### src/rtl/lector_contadores.sv
// Requester side of the counter-readout handshake. Reads NUM_COUNTERS word
// counters in order once the FIFO datapath is idle. It holds the captured values
// and their sum, and aborts a sequence whose responder stays silent too long.
module lector_contadores #(
    parameter int unsigned NUM_COUNTERS = 4,
    parameter int unsigned IDX_WIDTH    = 2,
    parameter int unsigned COUNT_WIDTH  = 5,
    parameter int unsigned TIMEOUT      = 15
) (
    input  logic                             clk,
    input  logic                             reset_L,
    input  logic                             init,
    input  logic                             start,
    input  logic                             idle,
    output logic                             req,
    output logic [IDX_WIDTH-1:0]             idx,
    input  logic [COUNT_WIDTH-1:0]           data,
    input  logic                             valid,
    output logic [COUNT_WIDTH-1:0]           count0,
    output logic [COUNT_WIDTH-1:0]           count1,
    output logic [COUNT_WIDTH-1:0]           count2,
    output logic [COUNT_WIDTH-1:0]           count3,
    output logic [COUNT_WIDTH+IDX_WIDTH-1:0] total,
    output logic                             counts_valid,
    output logic                             busy,
    output logic                             timeout_err
);

    localparam int unsigned TOTAL_W = COUNT_WIDTH + IDX_WIDTH;

    localparam logic [1:0] IDLE = 2'd0;
    localparam logic [1:0] WAIT = 2'd1;
    localparam logic [1:0] GAP  = 2'd2;

    localparam logic [IDX_WIDTH-1:0] LAST_IDX    = IDX_WIDTH'(NUM_COUNTERS - 1);
    localparam logic [7:0]           TIMEOUT_CNT = 8'(TIMEOUT);

    logic [1:0]             state_q, state_d;
    logic                   pending_q, pending_d;
    logic [7:0]             wait_q, wait_d;
    logic                   req_q, req_d;
    logic [IDX_WIDTH-1:0]   idx_q, idx_d;
    logic [COUNT_WIDTH-1:0] cnt_q [NUM_COUNTERS];
    logic [COUNT_WIDTH-1:0] cnt_d [NUM_COUNTERS];
    logic [TOTAL_W-1:0]     total_q, total_d;
    logic                   cv_q, cv_d;
    logic                   busy_q, busy_d;
    logic                   to_q, to_d;
    logic [7:0]             wait_inc;

    assign wait_inc = wait_q + 8'd1;

    // Next-state logic: init overrides everything; otherwise the FSM step.
    always_comb begin
        state_d   = state_q;
        pending_d = pending_q;
        wait_d    = wait_q;
        req_d     = req_q;
        idx_d     = idx_q;
        cnt_d     = cnt_q;
        total_d   = total_q;
        cv_d      = cv_q;
        busy_d    = busy_q;
        to_d      = to_q;

        if (init) begin
            state_d   = IDLE;
            pending_d = 1'b0;
            wait_d    = 8'd0;
            req_d     = 1'b0;
            idx_d     = '0;
            for (int i = 0; i < int'(NUM_COUNTERS); i++) cnt_d[i] = '0;
            total_d   = '0;
            cv_d      = 1'b0;
            busy_d    = 1'b0;
            to_d      = 1'b0;
        end else begin
            case (state_q)
                IDLE: begin
                    if (start) pending_d = 1'b1;
                    // A start seen while the datapath is busy is remembered until idle.
                    if ((pending_q || start) && idle) begin
                        req_d     = 1'b1;
                        idx_d     = '0;
                        busy_d    = 1'b1;
                        cv_d      = 1'b0;
                        to_d      = 1'b0;
                        total_d   = '0;
                        pending_d = 1'b0;
                        wait_d    = 8'd0;
                        state_d   = WAIT;
                    end
                end
                WAIT: begin
                    // A valid on the expiry cycle takes priority over the timeout.
                    if (valid) begin
                        cnt_d[idx_q] = data;
                        total_d      = total_q + TOTAL_W'(data);
                        req_d        = 1'b0;
                        if (idx_q == LAST_IDX) begin
                            cv_d    = 1'b1;
                            busy_d  = 1'b0;
                            state_d = IDLE;
                        end else begin
                            state_d = GAP;
                        end
                    end else begin
                        wait_d = wait_inc;
                        if (wait_inc == TIMEOUT_CNT) begin
                            req_d   = 1'b0;
                            to_d    = 1'b1;
                            busy_d  = 1'b0;
                            state_d = IDLE;
                        end
                    end
                end
                GAP: begin
                    req_d   = 1'b1;
                    idx_d   = idx_q + IDX_WIDTH'(1);
                    wait_d  = 8'd0;
                    state_d = WAIT;
                end
                default: state_d = IDLE;
            endcase
        end
    end

    // State registers with asynchronous active-low reset.
    always_ff @(posedge clk or negedge reset_L) begin
        if (!reset_L) begin
            state_q   <= IDLE;
            pending_q <= 1'b0;
            wait_q    <= 8'd0;
            req_q     <= 1'b0;
            idx_q     <= '0;
            for (int i = 0; i < int'(NUM_COUNTERS); i++) cnt_q[i] <= '0;
            total_q   <= '0;
            cv_q      <= 1'b0;
            busy_q    <= 1'b0;
            to_q      <= 1'b0;
        end else begin
            state_q   <= state_d;
            pending_q <= pending_d;
            wait_q    <= wait_d;
            req_q     <= req_d;
            idx_q     <= idx_d;
            cnt_q     <= cnt_d;
            total_q   <= total_d;
            cv_q      <= cv_d;
            busy_q    <= busy_d;
            to_q      <= to_d;
        end
    end

    // Fixed count0..3 ports expose the first four counters.
    assign req          = req_q;
    assign idx          = idx_q;
    assign count0       = cnt_q[0];
    assign count1       = cnt_q[1];
    assign count2       = cnt_q[2];
    assign count3       = cnt_q[3];
    assign total        = total_q;
    assign counts_valid = cv_q;
    assign busy         = busy_q;
    assign timeout_err  = to_q;

endmodule

### config.mk
export PLATFORM = sky130hd
export DESIGN_NAME = lector_contadores
export DESIGN_NICKNAME = d
export VERILOG_FILES = /design/src/rtl/lector_contadores.sv
export SDC_FILE = /design/constraint.sdc
export NUM_CORES = 1
export LEC_CHECK = 0
export CAP_MARGIN = 20
export CORE_MARGIN = 3
export CORE_UTILIZATION = 51
export DETAILED_ROUTE_END_ITERATION = 7
export MAX_ROUTING_LAYER = met4
export PLACE_DENSITY = 0.79
export SLEW_MARGIN = 10
export SYNTH_ARGS = -nofsm -noshare
export SYNTH_HDL_FRONTEND = slang
export SYNTH_SLANG_ARGS = --single-unit
export TNS_END_PERCENT = 100
### constraint.sdc
create_clock -name clk -period 4.6 [get_ports clk]
set_clock_uncertainty 0.15 [all_clocks]
set_input_delay 1.38 -clock clk [delete_from_list [all_inputs] [get_ports clk]]
set_output_delay 1.38 -clock clk [all_outputs]
set_load 0.005 [all_outputs]
==> impl_results.md <==
- Routed wire length: about 5100 um
- Die X: a little over 70 um
- Hold_buf cts: 0
- Async SR Flop Fraction: 100.0%
- HPWL Detailed: 3543 um
- IO buf count: 43
- Clock Path Buffers: 2
- Worst path bufs/invs: 2
- Crit path max fanout: 5
- Worst R2R Path Depth: 3
- Final GP Congestion: ~0.84
- Latest clock arrival within the worst-skew pair: approximately 0.30 ns
- GR met1 Demand/Resource: 26.76%
- Largest family of logic cells by synthesized area: simple AND/OR/NAND/NOR gates
- Grt met2 use: around a third
- CP Capture Type: flip-flop
- Worst slew margin: about a third
- Root Buffer: clkbuf_8
- Worst hold path class: reg -> reg
- Total Power: between 0.7 and 0.8 mW
- Area of placed instances: 2723 um^2
- Final Max Slew Viols: 0
- Smallest hold slack: ~0.35 ns
- Wire length per cell: between 10 and 15 um
- Core box area: roughly 4100 um^2
- Setup bufs post-CTS: 0
- Share of layout cells above drive strength 1: under 10%
- Fillers: 353
- Final instance area: about 2800 um^2
- Largest net degree at the start of global routing: 45
- Final cell count without fillers: between 300 and 400
- Row cnt: 23
- Yosys cell types: 38
- DRT Pass-1 Iters: 4
- Top Family by Delay on Critical Path: buffers and inverters
- Post-synth EDFFs: 0
- Worst Min Path Start: wait_q[7]
- Pre-CTS setup slack: roughly 0.94 ns
- H-tree lvl count: 2
- Internal Pwr Total: about 0.55 mW
- Unrepaired setup endpoints after global routing: false
- FMAX: between 200 and 300 MHz
- Die Y: 72.53 um
- Post-layout util: just under 70%
- Final setup fails: 0
- Multiplexer area fraction after synthesis: less than 1%
- Simple-gate share of the synthesized area: 20.29%
- Busiest layer in global routing: met2
- Met3 usage: under 10%
- Top_reg_cell synth: dfrtp_1
- Max incr delay on CP: about 0.57 ns
- Vias in the first global route: ~1,800
- Post-Synth Adder-Cell Area: around 7.0%
- DR DRC count: 0
- Sw Pwr: ~0.19 mW
- Mapped Area: approximately 2300 um^2
- Worst setup SP type: input port
- Synth Area in Compound Gates: between 10% and 20%
- FF-to-FF setup slack: 2.52 ns
- Global route total overflow: 0
- GRT Total Usage: between 20% and 30%
- CTS resizes: 0
- TritonCTS buffer count: 5
- I/O Pins: 44
- Mapped Cells: 250
- Final hold vios: 0
- Clk pwr share: 34.1%
- Tmin final: roughly 3.3 ns
- Leak Pwr: around 1.2 nW
- Worst-path cell chain: clkdlybuf4s50_1 -> ha_1 -> inv_1 -> fa_1 -> nor2b_1 -> o21ai_0 -> a21oi_1 -> o211ai_1 -> mux2i_1
- Routed Antenna Nets: 0
- Net Count, Synth: 273
- Layout area overhead: 24.72%
- Slowest cell on crit path: clkdlybuf4s50_1
- Initial antenna violation count: 0
- Worst-margin pin slew: roughly 1 ns
- Avg Inst Size Synth: between 9 and 10 um^2
- Comb pwr share: a little under an eighth
- Crit path DAT: roughly 3.4 ns
- Status: completed
- Critical Setup Path Class: in -> reg
- Die area: about 5300 um^2
- TNS Setup: 0 ns
- Worst R2R End: total[2]
- Vias/cell: about 5.6
- Switch share: between 20% and 30%
- Num Clock Sinks: between 40 and 50
- Number of nets in the layout: 317
- 1st-iter DRT viols: about 120
- Power Dens Cells: 262.7 nW/um^2
- Yosys reg bits: 44
- Vias: about 1,900
- Antenna Cells: 0
- Syn. warnings: 0
- Dpl cells: around 340
- CTS tree: done
- Starting Density: a little over half
- Worst hold endpoint: wait_q[7]
- WP data required: between 4 and 5 ns
- Sequential cell area fraction in the yosys report: about half
- Share of power burned in registers: a little over half
- Peak supply drop: about 0.00019 V
- Worst Hold Depth: 1
- First-pass GRT wire length: 8342 um
- Final worst slack: roughly 1.3 ns
- Critical R2R Launch: state_q[1]
- Worst-path clk slew: around 0.08 ns
- Max-cap violations: 0
- Crit share post-route: 72.74%
- Post-Synth XOR/XNOR Area: ~1.9%
state kept, by name (all words and copies together), names as in the netlist:
signal / cells
busy: 1
count3: 5
count1: 5
total: 7
counts_valid: 1
wait_q: 8
pending_q: 1
timeout_err: 1
count2: 5
count0: 5
state_q: 2
idx: 2
req: 1
cells in the final DEF (no fill, tap or decap), types with 2 or more instances in the layout:
| master | netlist | routed |
|---|---|---|
| dfrtp_1 | 44 | 44 |
| nand2_1 | 43 | 43 |
| clkdlybuf4s50_1 | 0 | 42 |
| a21oi_1 | 30 | 30 |
| nand3_1 | 23 | 23 |
| o21ai_0 | 20 | 20 |
| nor2_1 | 16 | 16 |
| inv_1 | 11 | 11 |
| ha_1 | 11 | 11 |
| clkbuf_8 | 0 | 6 |
| o31ai_1 | 4 | 4 |
| nand2b_1 | 3 | 3 |
| o211ai_1 | 3 | 3 |
| nor2b_1 | 3 | 3 |
| and3_1 | 3 | 3 |
| xor2_1 | 3 | 3 |
| a21o_1 | 2 | 2 |
| o21a_1 | 2 | 2 |
| xnor2_1 | 2 | 2 |
| mux2i_1 | 2 | 2 |
| and2_1 | 2 | 2 |
| clkinv_2 | 0 | 2 |
| buf_4 | 1 | 2 |
cell usage after synthesis (all sizes together), types with 3 or more instances:
cell type | n | area share (%)
a21oi | 30 | 6.7
and3 | 3 | 0.83
buf | 5 | 1.2
clkbuf | 3 | 0.50
dfrtp | 44 | 49
ha | 11 | 6.1
inv | 12 | 2.0
nand2 | 43 | 7.2
nand2b | 3 | 0.83
nand3 | 23 | 5.1
nor2 | 16 | 2.7
nor2b | 3 | 0.83
o211ai | 3 | 1.0
o21ai | 21 | 4.7
o31ai | 4 | 1.3
xor2 | 3 | 1.2
layer usage:
layer | vias to the layer above | wire (um)
li1 | 956 | -
met5 | - | 0
met2 | 56 | 2368
met1 | 897 | 2341
met3 | 9 | 271
met4 | 0 | 86
power by group through the flow:
stage / combinational, mW / clock [mW] / sequential [mW]
final: 0.0845 / 0.252 / 0.402
after global routing: 0.0944 / 0.275 / 0.404
after CTS: 0.0850 / 0.260 / 0.402
after detailed placement: 0.0840 / 0 / 0.410
after global placement: 0.0828 / 0 / 0.410
after floorplan: 0.0425 / 0 / 0.409
how the worst max path moves through the flow:
| stage | start | depth (start not counted) | to | slack, ns |
|---|---|---|---|---|
| after floorplan | data[0] | 8 | total[6] | 1.71 |
| after global placement | data[0] | 9 | total[6] | 1.00 |
| after detailed placement | data[0] | 9 | total[6] | 0.94 |
| after CTS | data[0] | 9 | total[6] | 1.26 |
| after global routing | data[0] | 9 | total[6] | 1.11 |
| final | data[0] | 9 | total[6] | 1.25 |
kinds of logic (layout without fill, tap and decap cells):
group	count (synthesis)	after routing
AND/OR/NAND/NOR	99	99
AO/OA/AOI/OAI	68	68
flip-flops	44	44
buffers and inverters	20	65
adder cells (fa/ha/maj)	12	12
XOR/XNOR	5	5
multiplexers	2	2
final cells by class:
| cell class | instances | area, um^2 | share of cell area, % |
|---|---|---|---|
| Sequential cell | 44 | 1101 | 39.11 |
| Multi-Input combinational cell | 186 | 1074 | 38.13 |
| Timing Repair Buffer | 45 | 440.4 | 15.64 |
| Clock buffer | 6 | 82.58 | 2.933 |
| Tap cell | 50 | 62.56 | 2.222 |
| Inverter | 12 | 45.04 | 1.600 |
| Clock inverter | 2 | 10.01 | 0.3556 |
No activity file was read; power rests on OpenSTA's default activity.
